`config.mk`:
```
export PLATFORM = sky130hd
export DESIGN_NAME = blink_period_meter
export DESIGN_NICKNAME = d
export VERILOG_FILES = /design/src/rtl/blink_period_meter.sv
export SDC_FILE = /design/constraint.sdc
export NUM_CORES = 1
export LEC_CHECK = 0
export BUFFER_PORTS_ARGS = -buffer_cell sky130_fd_sc_hd__buf_2
export CORE_MARGIN = 4
export CORE_UTILIZATION = 46
export CTS_CLUSTER_DIAMETER = 60
export DETAILED_ROUTE_END_ITERATION = 12
export MAX_ROUTING_LAYER = met4
export PLACE_DENSITY_LB_ADDON = 0.08
export SETUP_SLACK_MARGIN = 0.4
export SLEW_MARGIN = 20
export SYNTH_ARGS = -nofsm -noshare
export SYNTH_HDL_FRONTEND = slang
export SYNTH_SLANG_ARGS = --single-unit
```
`constraint.sdc`:
```
create_clock -name system1000 -period 2.7 [get_ports system1000]
set_input_delay 0.405 -clock system1000 [delete_from_list [all_inputs] [get_ports system1000]]
set_output_delay 0.405 -clock system1000 [all_outputs]
set_load 0.02 [all_outputs]
```
`src/rtl/blink_period_meter.sv`:
```
// -----------------------------------------------------------------------------
// blink_period_meter
//
// Receive-side counterpart of the blinker. Samples an asynchronous 1-bit blink
// waveform, synchronizes it (and optionally deglitches it), then measures the
// high and low phase durations in clock cycles. One high/low pair is reported
// per complete blink cycle, and a line held at one level for TIMEOUT cycles is
// flagged as stuck.
//
// Optional feature macro: BLINK_GLITCH_FILTER_EN
//   defined   : a level change is accepted only after FILT_LEN consecutive
//               synchronized samples disagree with the current level.
//   undefined : the synchronizer output is used directly.
//
// Parameters
//   CNT_W    width of the phase counter and the time outputs
//   TIMEOUT  phase length (cycles) that declares the line stuck, 1 < TIMEOUT < 2^CNT_W
//   FILT_LEN consecutive equal samples needed to accept a level change (2..15)
//
// Ports
//   system1000       in   clock
//   system1000_rstn  in   asynchronous reset, active low
//   input_0          in   raw blink waveform, asynchronous to system1000
//   level_o          out  filtered, synchronized line level
//   high_time_o      out  cycles of the last complete high phase
//   low_time_o       out  cycles of the last complete low phase
//   valid_o          out  one-cycle pulse: both time outputs updated as a pair
//   stuck_o          out  line held one level for TIMEOUT cycles
// -----------------------------------------------------------------------------
module blink_period_meter #(
  parameter int CNT_W    = 24,
  parameter int TIMEOUT  = 10000000,
  parameter int FILT_LEN = 4
) (
  input  logic             system1000,
  input  logic             system1000_rstn,
  input  logic [0:0]       input_0,
  output logic             level_o,
  output logic [CNT_W-1:0] high_time_o,
  output logic [CNT_W-1:0] low_time_o,
  output logic             valid_o,
  output logic             stuck_o
);

  // Elaboration-time parameter sanity checks.
  if (TIMEOUT <= 1 || longint'(TIMEOUT) >= (longint'(1) << CNT_W)) begin : g_bad_timeout
    $error("blink_period_meter: TIMEOUT out of range for CNT_W");
  end
  if (FILT_LEN < 2 || FILT_LEN > 15) begin : g_bad_filt_len
    $error("blink_period_meter: FILT_LEN must be 2..15");
  end

  localparam logic [CNT_W-1:0] TIMEOUT_C = CNT_W'(TIMEOUT);

  typedef enum logic [1:0] {
    S_IDLE,
    S_HIGH,
    S_LOW,
    S_STUCK
  } state_e;

  // Phase counter increment, saturating at TIMEOUT.
  function automatic logic [CNT_W-1:0] sat_inc(input logic [CNT_W-1:0] v);
    if (v >= TIMEOUT_C) begin
      sat_inc = TIMEOUT_C;
    end else begin
      sat_inc = v + CNT_W'(1);
    end
  endfunction

  // ---------------------------------------------------------------------------
  // Front end: two-flop synchronizer
  // ---------------------------------------------------------------------------
  logic sync1_q;
  logic sync2_q;

  always_ff @(posedge system1000 or negedge system1000_rstn) begin
    if (!system1000_rstn) begin
      sync1_q <= 1'b0;
      sync2_q <= 1'b0;
    end else begin
      sync1_q <= input_0[0];
      sync2_q <= sync1_q;
    end
  end

  // ---------------------------------------------------------------------------
  // Optional glitch filter producing the accepted level
  // ---------------------------------------------------------------------------
  logic lvl;

`ifdef BLINK_GLITCH_FILTER_EN
  localparam logic [3:0] FILT_LAST = 4'(FILT_LEN - 1);

  logic       lvl_q;
  logic       lvl_d;
  logic [3:0] filt_cnt_q;
  logic [3:0] filt_cnt_d;

  // The counter tracks how many consecutive samples have disagreed with the
  // accepted level; any agreeing sample discards the partial run, so pulses
  // shorter than FILT_LEN never reach the measurement logic.
  always_comb begin
    lvl_d      = lvl_q;
    filt_cnt_d = '0;
    if (sync2_q != lvl_q) begin
      if (filt_cnt_q == FILT_LAST) begin
        lvl_d = sync2_q;
      end else begin
        filt_cnt_d = filt_cnt_q + 4'd1;
      end
    end
  end

  always_ff @(posedge system1000 or negedge system1000_rstn) begin
    if (!system1000_rstn) begin
      lvl_q      <= 1'b0;
      filt_cnt_q <= '0;
    end else begin
      lvl_q      <= lvl_d;
      filt_cnt_q <= filt_cnt_d;
    end
  end

  assign lvl = lvl_q;
`else
  assign lvl = sync2_q;
`endif

  // ---------------------------------------------------------------------------
  // Edge detect on the accepted level
  // ---------------------------------------------------------------------------
  logic lvl_dly_q;
  logic rise;
  logic fall;

  always_ff @(posedge system1000 or negedge system1000_rstn) begin
    if (!system1000_rstn) begin
      lvl_dly_q <= 1'b0;
    end else begin
      lvl_dly_q <= lvl;
    end
  end

  assign rise = lvl & ~lvl_dly_q;
  assign fall = ~lvl & lvl_dly_q;

  // ---------------------------------------------------------------------------
  // Measurement FSM, phase counter and result registers
  // ---------------------------------------------------------------------------
  state_e           state_q,     state_d;
  logic [CNT_W-1:0] cnt_q,       cnt_d;
  logic             have_high_q, have_high_d;
  logic [CNT_W-1:0] high_cap_q,  high_cap_d;
  logic [CNT_W-1:0] high_time_q, high_time_d;
  logic [CNT_W-1:0] low_time_q,  low_time_d;
  logic             valid_q,     valid_d;

  // The counter is loaded with 1 on the edge cycle, so on the cycle of the
  // next edge it holds exactly the number of cycles the level was held.
  always_comb begin
    state_d     = state_q;
    cnt_d       = sat_inc(cnt_q);
    have_high_d = have_high_q;
    high_cap_d  = high_cap_q;
    high_time_d = high_time_q;
    low_time_d  = low_time_q;
    valid_d     = 1'b0;

    if (rise || fall) begin
      cnt_d = CNT_W'(1);
    end

    case (state_q)
      S_IDLE: begin
        have_high_d = 1'b0;
        if (rise) begin
          state_d = S_HIGH;
        end else if (fall) begin
          state_d = S_LOW;
        end else begin
          cnt_d = '0;
        end
      end

      S_HIGH: begin
        // An edge on the cycle the counter reaches TIMEOUT takes priority,
        // so a phase of exactly TIMEOUT cycles is still a valid measurement.
        if (fall) begin
          high_cap_d  = cnt_q;
          have_high_d = 1'b1;
          state_d     = S_LOW;
        end else if (cnt_q == TIMEOUT_C) begin
          have_high_d = 1'b0;
          state_d     = S_STUCK;
        end
      end

      S_LOW: begin
        if (rise) begin
          // Only a low phase preceded by a fully captured high phase
          // completes a reportable pair.
          if (have_high_q) begin
            high_time_d = high_cap_q;
            low_time_d  = cnt_q;
            valid_d     = 1'b1;
          end
          state_d = S_HIGH;
        end else if (cnt_q == TIMEOUT_C) begin
          have_high_d = 1'b0;
          state_d     = S_STUCK;
        end
      end

      S_STUCK: begin
        have_high_d = 1'b0;
        if (rise) begin
          state_d = S_HIGH;
        end else if (fall) begin
          state_d = S_LOW;
        end
      end

      default: begin
        state_d = S_IDLE;
        cnt_d   = '0;
      end
    endcase
  end

  always_ff @(posedge system1000 or negedge system1000_rstn) begin
    if (!system1000_rstn) begin
      state_q     <= S_IDLE;
      cnt_q       <= '0;
      have_high_q <= 1'b0;
      high_cap_q  <= '0;
      high_time_q <= '0;
      low_time_q  <= '0;
      valid_q     <= 1'b0;
    end else begin
      state_q     <= state_d;
      cnt_q       <= cnt_d;
      have_high_q <= have_high_d;
      high_cap_q  <= high_cap_d;
      high_time_q <= high_time_d;
      low_time_q  <= low_time_d;
      valid_q     <= valid_d;
    end
  end

  assign level_o     = lvl;
  assign high_time_o = high_time_q;
  assign low_time_o  = low_time_q;
  assign valid_o     = valid_q;
  assign stuck_o     = (state_q == S_STUCK);

endmodule

```
* Word-level counts from Yosys, hierarchy flattened *
Index checks and enable logic that the tools add are counted.

word-level totals
  input bits = 3
  logic and storage cells = 45
  output and inout port bits = 51
  register bits after elaboration = 103

cells by class
  bitwise logic cells = 4
  reduce and logical (&&, ||, !) cells = 5
  $add $sub $neg = 1
  magnitude comparators = 1
  muxes and demuxes = 18
  eq/ne operators = 6

operator list
  cell                     count
  $mux W24                 5
  $add A24 B1 Y24 const B  1
  $eq A24 B24 Y1 const B   1
  $ge A24 B24 Y1 const B   1
  $mux W2                  5
  $mux W1                  6
  $pmux W2 S3              1
  $eq A2 B2 Y1 const B     2
  $ne A3 B1 Y1 const B     1
  $pmux W1 S3              1
  $reduce_and A3 Y1        1
  $and A1 B1 Y1            2
  $eq A2 B1 Y1 const B     1
  $logic_not A2 Y1         1
  $ne A2 B2 Y1 const B     1
  $not A1 Y1               2
  $reduce_and A2 Y1        1
  $reduce_or A2 Y1         1
  $logic_or A1 B1 Y1       1

* Depth between registers and ports, before layout *
Gate-level depths: netlist of the first run.

  depth in word-level cells = 7
  mapped depth = 8
  mapped depth without buffers = 7

* Worst setup path after synthesis of the first run *
No wires, ideal clock.

  kind = reg-to-reg
  start = register sync2_q, in the netlist level_o
  end = register cnt_q[11]
  required time = 2.579 ns
  library setup time = 0.121 ns
  stages on the path, launching flop included = 8
  path slack = 0.546 ns
  clock period less this slack = 2.154 ns
  buffers on the path = 2
  arrival = 2.033 ns
  cell sequence = dfrtp_1 ha_1 clkbuf_1 o31ai_1 a211oi_1 nand2_1 buf_2 nor2_1

on the way
  word-level cells in the longest chain between the ends = 7
  elaborated cells on any way between the ends = 8
  those cells by class = 4 x mux; 3 x bitwise; 1 x reduce/logical

ends and longest elaborated chain
  element                 RTL line  source
  start, declared         75        logic sync2_q;
  start signal, assigned  83        sync2_q <= sync1_q;
  $not A1 Y1              146       assign fall = ~lvl & lvl_dly_q;
  $and A1 B1 Y1           146
  $logic_or A1 B1 Y1      170       if (rise || fall) begin
  $mux W24                170
  $mux W24                179       end else if (fall) begin
  $mux W24                177       if (rise) begin
  $mux W24 *              174       case (state_q)
  named net cnt_d[11]     152       logic [CNT_W-1:0] cnt_q, cnt_d;
  end signal, assigned    242       cnt_q <= cnt_d;
  end, declared           152

Mark *: on every way through the listed nets, which the timed path passes. The rest lies on a longest branch.
A chain may end at the register's enable or synchronous reset.

* Final worst setup path of the first run *
  start = register cnt_q[16]
  end = register cnt_q[0]

on the way
  word-level cells in the longest chain between the ends = 6

ends and longest elaborated chain
  element             RTL line  source
  $ge A24 B24 Y1 *    64        if (v >= TIMEOUT_C) begin
  $mux W24 *          64
  $mux W24 *          170
  $mux W24            179
  $mux W24            177
  $mux W24 *          174
  named net cnt_d[0]  152

Marked as above.

==> summary.md, run 1 <==
| Metric | Value |
|---|---|
| Status | completed |
| EDFF count, synth | 0 |
| Diodes inserted | 0 |
| Post-synthesis cell count | approximately 340 |
| Filler Cell Count | 810 |
| Multi-input gate area | roughly 1700 um2 |
| Clock Latency Late Sink | 0.36 ns |
| Synth cell count leaders | dfrtp_1 (103), mux2_2 (68), nor2_1 (23) |
| RSZ-0062 raised after global routing | false |
| Vias in the first global route | 2751 |
| M1 wire length | around 4000 um |
| Leading area contributor after synthesis | dfrtp_1 |
| Required time of the critical path | 2.95 ns |
| Post-synth ARST share | 100% |
| Die width | 106 um |
| Reg2Reg Setup Slack | 0.54 ns |
| Sequential area share after synthesis | about three fifths |
| Post-DRT Antenna Nets | 0 |
| Setup Skew | 0.0103 ns |
| Root Buffer | clkbuf_8 |
| Post-synth top area share | around 59% |
| Layout Utilization | 54.6% |
| Final setup violation count | 0 |
| Total CTS buffers | 9 |
| Iteration-0 DRC count of the detailed router | 82 |
| Initial Util | between 40% and 50% |
| Clock transition at path regs | 0.10 ns |
| Synth unique cells | between 40 and 50 |
| Final wirelength | 8420 um |
| Largest net degree at the start of global routing | 59 |
| Max_cap viols | 0 |
| Fin nets | 406 |
| Met3 WL | 241 um |
| Crit-path max FO | 9 |
| Final period util | 80.1% |
| Post-route setup TNS | 0 ns |
| CP endpoint kind | flop |
| Static leakage | 2.63 nW |
| Worst EP arrival | 2.41 ns |
| GP Congestion | about 0.84 |
| First-pass GRT wire length | 14400 um |
| Final Max Slew Viols | 0 |
| CTS HTree Levels | 3 |
| DRC violations left | 0 |
| Via count | 2716 |
| Die footprint | 11200 um2 |
| Max VDD drop | 0.464 mV |
| Rows | 35 |
| Ys Warns | 0 |
| Fmax | 462 MHz |
| Clock buffer depth | 2 |
| Chip Height | 106 um |
| Layout area overhead | 15.0% |
| Fraction of layout cells with a size suffix above 1 | 38.1% |
| Pwr/cell area | 607 nW/um2 |
| Final Hold Violating Endpoints | 0 |
| IO buf count | 53 |
| Worst r2r src | cnt_q[16]$_DFF_PN0_ |
| Uppermost layer routed | met4 |
| Syn_nets | 349 |
| HP Class | input pin to async pin |
| Synthesized flop and latch total | 103 |
| CTS sink count | 103 |
| FF+latch area | 2580 um2 |
| Worst slew margin | 58.6% |
| Grt total ovfl | 0 |
| Dpl hpwl | 5740 um |
| I/O Pins | between 50 and 60 |
| Critical Path Source | cnt_q[16]$_DFF_PN0_ |
| Initial antenna violation count | 0 |
| Synth area leaders | dfrtp_1 (59%), mux2_2 (17%), xor2_1 (3.0%) |
| Post-DR vias/cell | just over 5 |
| First-pass detailed-route iteration total | 4 |
| CTS tree | yes |
| CP Launch Type | flop |
| Mean Syn Cell Area | about 13 um2 |
| Mapped Area | 4390 um2 |
| CORE AREA | 9240 um2 |
| WL per Instance | 15.9 um |
| Total Power | 3.06 mW |
| Synth Flop Type | dfrtp_1 |
| GRT Overall Usage | 16.6% |
| Metal2 WL | 4030 um |
| Worst-Margin Slew | 0.618 ns |
| Most frequent cell after synthesis | dfrtp_1 |
| Minimum clock period after layout | roughly 2.2 ns |
| Setup CP Type | flop to flop |
[kinds of logic (layout without fill, tap and decap cells)]
group / Yosys count / after routing / share of synthesized area, %
mux: 68 / 68 / 17.5
simple gates: 78 / 78 / 9.67
flops: 103 / 103 / 58.8
fa+ha+maj: 9 / 9 / 2.57
buf+inv: 27 / 89 / 2.71
xor+xnor: 21 / 21 / 4.19
compound gates: 31 / 31 / 4.65
[worst paths after layout]
kind | endpoint | cells after the start
worst max-delay path | cnt_q[0]$_DFF_PN0_ | 5
worst min-delay path | high_cap_q[7]$_DFFE_PN0P_ | 1
worst max register to register | cnt_q[0]$_DFF_PN0_ | 5
worst min register to register | level_o$_DFF_PN0_ | 0
max in group asynchronous | cnt_q[0]$_DFF_PN0_ | 2
min in group system1000 | sync1_q$_DFF_PN0_ | 1
[critical path, stage by stage, from the launching register on]
cell and delay, ns:
dfrtp_1 0.48, or3_4 0.45, nor4_4 0.30, a21bo_1 0.28
and2_1 0.28, a31o_1 0.26
[through the flow]
stage          std cells  hold WS (ns)  area (um2)  setup WS (ns)
2_1_floorplan        337         0.109        4390          0.546
6_report             528        0.0363        5050          0.538
5_1_grt              528        0.0605        5050          0.447
3_3_place_gp         512         0.335        4830          0.654
3_5_place_dp         512         0.337        4830          0.566
4_1_cts              528        0.0483        5040          0.546
[layout by cell type (no fill, tap or decap), drive strengths merged, types with 2 or more instances in the layout]
cell / netlist / layout
a21oi: 9 / 9
and3: 4 / 4
and4: 3 / 3
buf: 6 / 60
clkbuf: 8 / 11
clkinv: 0 / 2
dfrtp: 103 / 103
ha: 9 / 9
inv: 13 / 14
mux2: 68 / 68
nand2: 16 / 16
nand3: 9 / 9
nand4: 7 / 7
nor2: 23 / 23
nor3: 3 / 3
nor4: 4 / 4
nor4bb: 2 / 2
o211ai: 2 / 2
o21a: 2 / 2
o21ai: 8 / 8
xnor2: 6 / 6
xor2: 15 / 15
[flip-flops by register name (all words and copies together), names as in the netlist]
name         flops
low_time_o      24
state_q          2
sync1_q          1
have_high_q      1
cnt_q           24
level_o          1
high_time_o     24
valid_o          1
high_cap_q      24
lvl_dly_q        1
[where the power goes]
group          internal, mW  switching (mW)
Clock                 0.486           0.534
Combinational         0.148           0.244
Sequential             1.60          0.0501
Total                  2.24           0.828
[final cells by class]
cell class / count / area share (%)
clock inverters: 5 / 1.26
repair buffers: 60 / 6.84
multi-input cells: 207 / 33.6
flip-flops and latches: 103 / 51.1
inverters: 13 / 0.967
well taps: 129 / 3.20
clock buffers: 11 / 3.00
[what timing repair did]
action | CTS | global route
buffers inserted | 0 | 0
gates resized for setup | 0 | 1
setup endpoints to repair | 0 | 1
hold buffers | 0 | 0
hold endpoints to repair | 0 | 0
[metal layers]
metal	GRT usage [%]	up-vias
met1	22.6	1374
met2	25.6	44
met3	2.57	10
met5	-	-
met4	5.83	0
li1	-	1288
Power figures use the tool's default switching activity.
==> inputs of run 2 (changes only) <==
clock period = 2.27 ns   (was 2.7 ns; I/O delays follow)
==> run 2 against run 1 <==
Against the previous run: the run now ends with negative hold slack left; power increased by 16%; clock power increased by 4%; worst hold slack got worse by 0.038 ns; critical endpoint is now cnt_q[22]$_DFF_PN0_; largest power group unchanged.
==> summary.md, run 2 (synthesis gave the netlist of run 1 again) <==
| Metric | Value |
|---|---|
| Largest net degree at the start of global routing | 49 (-17%) |
| Psw | 0.987 mW (+19%) |
| Power Internal | 2.58 mW (+15%) |
| Critical Path Source | cnt_q[16]$_DFF_PN0_ |
| Die footprint | 11200 um2 (unchanged) |
| Diodes inserted | 0 (unchanged) |
| Clk pwr share | 29.8% (-3.5 points) |
| Rows | 35 (unchanged) |
| Crit-path max FO | 8 (-1) |
| Fraction of layout cells with a size suffix above 1 | 43.8% (+5.7 points) |
| Worst-Margin Slew | 0.627 ns (+0.00896 ns) |
| Clock transition at path regs | 0.10 ns (about the same) |
| Max_cap viols | 0 (unchanged) |
| Sequential power share | 55.2% (+1.3 points) |
| Static leakage | 2.69 nW (+2.3%) |
| HP Class | input pin to async pin |
| CTS HTree Levels | 3 (unchanged) |
| Minimum clock period after layout | 1.80 ns (-0.359 ns) |
| Most frequent cells in the layout | dfrtp_1 (97), mux2_2 (68), buf_2 (52), nor2_1 (23), buf_4 (16) |
| Setup Skew | 0.0107 ns (+0.000466 ns) |
| Final Hold Violating Endpoints | 6 (+6) |
| Placed cell area | 4910 um2 (+1.7%) |
| Worst EP arrival | 2.09 ns (-0.32 ns) |
| Hold-fix buffer count after cts | 0 (unchanged) |
| GP Congestion | 0.831 (-1.2%) |
| First-pass GRT wire length | 14000 um (-2.5%) |
| CP Launch Type | flop |
| Layout area overhead | 18.9% |
| Vias in the first global route | 2815 (+2.3%) |
| Required time of the critical path | 2.55 ns (-0.40 ns) |
| Die width | 106 um (unchanged) |
| Final setup violation count | 0 (unchanged) |
| Clock Latency Late Sink | 0.36 ns (about the same) |
| CP endpoint kind | flop |
| Commonest non-fill, non-tap cell in the layout | dfrtp_1 |
| CTS sink count | 103 (unchanged) |
| Initial Util | 47.5% (unchanged) |
| Final period util | 79.5% (-0.62 points) |
| Initial antenna violation count | 0 (unchanged) |
| DRC violations left | 0 (unchanged) |
| Pwr/cell area | 685 nW/um2 (+13%) |
| Post-DR vias/cell | 5.15 (+0.15%) |
| Iteration-0 DRC count of the detailed router | 104 (+27%) |
| Dpl hpwl | 5720 um (-0.25%) |
| IO buf count | 53 (unchanged) |
| Max VDD drop | 0.388 mV (-16%) |
| Total CTS buffers | 9 (unchanged) |
| Setup CP Type | flop to flop |
| Post-route setup TNS | 0 ns (unchanged) |
| CTS tree | yes |
| RSZ-0062 raised after global routing | true |
| WL per Instance | 15.6 um (-2.1%) |
| Post-route cell area | 5210 um2 (+3.3%) |
| Final wirelength | 8430 um (+0.11%) |
| Grt total ovfl | 0 (unchanged) |
| Comb pwr share | 14.9% (+2.1 points) |
| Status | finished with violations |
| Switch share | 27.7% (+0.64 points) |
| Failing checks | negative hold slack |
| Via count | 2782 (+2.4%) |
| R2R cell count | 7 (+2) |
| Final hold slack | -0.00150 ns (-0.0378 ns) |
| Final Max Slew Viols | 0 (unchanged) |
| Worst r2r src | cnt_q[16]$_DFF_PN0_ |
| Post-DRT Antenna Nets | 0 (unchanged) |
| GRT Overall Usage | 16.1% (-0.49 points) |
| Chip Height | 106 um (unchanged) |
| Root Buffer | clkbuf_8 |
| Clock buffer depth | 2 (unchanged) |
| I/O Pins | 54 (unchanged) |
| Worst slew margin | 58.2% (-0.37 points) |
| Fmax | 554 MHz (+20%) |
| Fin nets | 418 (+3.0%) |
| CORE AREA | 9240 um2 (unchanged) |
| First-pass detailed-route iteration total | 4 (unchanged) |
[run 2: cell count changes in the layout (fill, tap and decap cells not counted), sizes merged]
cell,change
bufinv,-1
clkinv,+1
inv,-1
buf,+12
clkbuf,+1
[run 2: worst paths after layout]
path	end	slack, ns
worst max-delay path	cnt_q[22]$_DFF_PN0_	0.47
worst min-delay path	low_time_o[9]$_DFFE_PN0P_	-0.002
worst max register to register	cnt_q[22]$_DFF_PN0_	0.47
worst min register to register	level_o$_DFF_PN0_	0.36
max in group asynchronous	cnt_q[22]$_DFF_PN0_	1.58
min in group system1000	sync1_q$_DFF_PN0_	0.08
[run 2: power by group through the flow]
| stage | combinational, mW | sequential (mW) | clock, mW |
|---|---|---|---|
| after global routing | 0.587 | 1.98 | 1.17 |
| after floorplan | 0.309 | 2.01 | 0 |
| after detailed placement | 0.502 | 2.01 | 0 |
| final | 0.533 | 1.97 | 1.06 |
| after CTS | 0.513 | 1.97 | 1.10 |
| after global placement | 0.507 | 2.00 | 0 |
[run 2: routing by layer]
layer | part of all wire (%) | track usage [%]
met5 | 0 | -
met4 | 1.2 | 7.03
met3 | 3.7 | 2.69
met2 | 46 | 24.1
met1 | 49 | 21.8
[run 2: critical path: stages (launching register included)]
cell	delay (ns)
dfrtp_2	0.42
buf_4	0.17
o311a_1	0.35
o21a_1	0.21
a211oi_4	0.19
nand2_2	0.11
buf_4	0.17
nor2_1	0.11
[run 2: area by class of cell]
cell class / instances / area, um2
clock buffer: 12 / 155
sequential: 103 / 2580
multi-input combinational: 207 / 1770
inverter: 13 / 48.8
fill: 780 / 4030
timing repair buffer: 72 / 460
tap: 129 / 161
clock inverter: 4 / 30.0
[run 2: repair_timing]
| item | CTS | global route |
|---|---|---|
| hold endpoints to repair | 0 | 0 |
| pin swaps | 3 | 3 |
| buffers inserted | 4 | 3 |
| gates cloned | 0 | 0 |
| setup endpoints to repair | 18 | 56 |
| gates resized for setup | 9 | 13 |
[run 2: stage by stage]
step | std cells | worst slack (ns) | util, % | power, mW
2_1_floorplan | 337 | 0.390 | - | 2.32
3_3_place_gp | 517 | 0.338 | 53.1 | 2.51
3_5_place_dp | 517 | 0.259 | 53.1 | 2.51
4_1_cts | 537 | 0.367 | 55.7 | 3.58
5_1_grt | 540 | 0.389 | 56.4 | 3.74
6_report | 540 | 0.466 | 56.4 | 3.57
==> inputs of run 3 (changes only) <==
clock period = 1.7 ns   (was 2.27 ns; I/O delays follow)
==> run 3 against run 2 <==
Against the previous run: the run ends with negative setup slack left; count of clock-buffer cells in the layout down 1; sequential power increased by 33%; routed wire length up 25%; design area up 26%; clock skew shrank 0.0022 ns; die area is the same; clock power is 32% higher; global-route usage up 4.5 points; core utilization is 14 points higher; critical path depth decreased by 2; non-clock buffer count rose by 64; largest power group unchanged; highest routed layer unchanged.
==> summary.md, run 3 (synthesis gave the netlist of run 1 again) <==
| Metric | Value |
|---|---|
| IO buf count | 53 (unchanged) |
| Final wirelength | 10600 um (+25%) |
| Clock buffer depth | 2 (unchanged) |
| I/O Pins | 54 (unchanged) |
| Static leakage | 3.41 nW (+27%) |
| Post-DRT Antenna Nets | 0 (unchanged) |
| CORE AREA | 9240 um2 (unchanged) |
| Clock transition at path regs | 0.10 ns (about the same) |
| Root Buffer | clkbuf_8 |
| Final hold slack | 0.362 ns (+0.363 ns) |
| Clock Latency Late Sink | 0.35 ns (about the same) |
| Via count | 3090 (+11%) |
| Setup Skew | 0.00849 ns (-0.00224 ns) |
| Max VDD drop | 0.721 mV (+86%) |
| Final setup violation count | 10 (+10) |
| Post-route setup slack | -0.0533 ns (-0.519 ns) |
| Vias in the first global route | 3327 (+18%) |
| Final period util | 103% (+24 points) |
| First-pass detailed-route iteration total | 4 (unchanged) |
| Filler Cell Count | 641 (-18%) |
| Die width | 106 um (unchanged) |
| WL per Instance | 17.4 um (+12%) |
| Rows | 35 (unchanged) |
| Slowest stage delay, CP | 0.43 ns (about the same) |
| Total Power | 5.32 mW (+49%) |
| CTS HTree Levels | 3 (unchanged) |
| Required time of the critical path | 1.95 ns (-0.60 ns) |
| GRT Overall Usage | 20.6% (+4.5 points) |
| Worst EP arrival | 2.01 ns (-0.08 ns) |
| Dpl ws | -0.0834 ns (-0.343 ns) |
| CTS tree | yes |
| Failing checks | negative setup slack |
| RSZ-0062 raised after global routing | true |
| GP Congestion | 0.884 (+6.4%) |
| Largest net degree at the start of global routing | 104 (+110%) |
| Minimum clock period after layout | 1.75 ns (-0.0505 ns) |
| Grt total ovfl | 0 (unchanged) |
| Initial antenna violation count | 0 (unchanged) |
| Commonest non-fill, non-tap cell in the layout | dfrtp_1 |
| CP Launch Type | flop |
| Pwr/cell area | 812 nW/um2 (+19%) |
| Crit-path max FO | 8 (unchanged) |
| Dpl hpwl | 5870 um (+2.5%) |
| Slowest CP cell | or3_4 |
| Chip Height | 106 um (unchanged) |
| Max_cap viols | 0 (unchanged) |
| Most frequent cells in the layout | dfrtp_1 (101), mux2_4 (68), buf_2 (50), buf_4 (48), buf_6 (17) |
| Die footprint | 11200 um2 (unchanged) |
| HP Class | flop to flop |
| Initial Util | 47.5% (unchanged) |
| Post-DR vias/cell | 5.10 (-1.0%) |
| Placed cell area | 5390 um2 (+9.8%) |
| Worst-Margin Slew | 0.543 ns (-0.0833 ns) |
| CTS sink count | 103 (unchanged) |
| First-pass GRT wire length | 17400 um (+24%) |
| DRC violations left | 0 (unchanged) |
| Iteration-0 DRC count of the detailed router | 172 (+65%) |
| Final Hold Violating Endpoints | 0 (-6) |
| Crit-path cells | or3_4 > nor4_4 > a21bo_2 > and2_4 > a31o_1 |
| Diodes inserted | 0 (unchanged) |
| Crit-path leading delay family | simple AND/OR/NAND/NOR gates |
| Post-route setup TNS | -0.140 ns (-0.140 ns) |
| Status | finished with violations |
| Layout area overhead | 49.3% |
| WP buf/inv | 0 (-2) |
| Fraction of layout cells with a size suffix above 1 | 59.5% (+16 points) |
| Final Max Slew Viols | 0 (unchanged) |
| Post-route cell area | 6550 um2 (+26%) |
| Fmax | 570 MHz (+2.9%) |
| Fin nets | 485 (+16%) |
| Total CTS buffers | 9 (unchanged) |
| Setup CP Type | flop to flop |
| Worst slew margin | 63.8% (+5.6 points) |
| CP endpoint kind | flop |
[run 3: per-layer routing]
layer  vias to the layer above  wire [um]  track usage [%]
met3                        21        348             4.65
met5                         -          0                -
li1                       1452          -                -
met2                        71       4890             30.5
met4                         0        210             6.75
met1                      1546       5120             28.3
[run 3: repair_timing]
item | 4_1_cts | 5_1_grt
gates cloned | 8 | 1
setup endpoints to repair | 101 | 102
gates resized for setup | 68 | 52
pin swaps | 11 | 19
hold buffers | 2 | 0
buffers inserted | 27 | 5
endpoints found under the hold margin | 104 | 0
[run 3: per-stage QoR]
stage | utilization, % | std cells
final | 70.9 | 606
after global routing | 70.9 | 606
after CTS | 67.9 | 600
after detailed placement | 58.4 | 548
after global placement | 58.4 | 548
after floorplan | - | 337
[run 3: worst reg2reg max path, stage by stage, from the launching register on]
cell     delay [ns]
dfrtp_1        0.41
or3_4          0.43
nor4_4         0.16
a21bo_2        0.28
and2_4         0.20
a31o_1         0.17
[run 3: path summary, 6_finish.rpt]
kind                       slack, ns  cells past startpoint           startpoint                          end
max                            -0.05                      5  cnt_q[17]$_DFF_PN0_           cnt_q[0]$_DFF_PN0_
min                             0.36                      0    sync1_q$_DFF_PN0_            level_o$_DFF_PN0_
max reg2reg                    -0.05                      5  cnt_q[17]$_DFF_PN0_           cnt_q[0]$_DFF_PN0_
min reg2reg                     0.36                      0    sync1_q$_DFF_PN0_            level_o$_DFF_PN0_
max in group asynchronous       0.76                      3      system1000_rstn            level_o$_DFF_PN0_
min in group asynchronous       0.51                      3      system1000_rstn  high_time_o[11]$_DFFE_PN0P_
[run 3: power breakdown]
group | internal, mW | switching (mW)
clock | 0.572 | 0.824
combinational | 0.591 | 0.710
sequential | 2.55 | 0.0772
total | 3.71 | 1.61
[run 3: cell type report]
type | count | area, um2 | area share (%)
Clock buffer | 11 | 141 | 2.16
Clock inverter | 4 | 32.5 | 0.497
Inverter | 13 | 48.8 | 0.745
Multi-Input combinational cell | 210 | 2360 | 36.0
Sequential cell | 103 | 2580 | 39.4
Tap cell | 129 | 161 | 2.46
Timing Repair Buffer | 136 | 1230 | 18.8
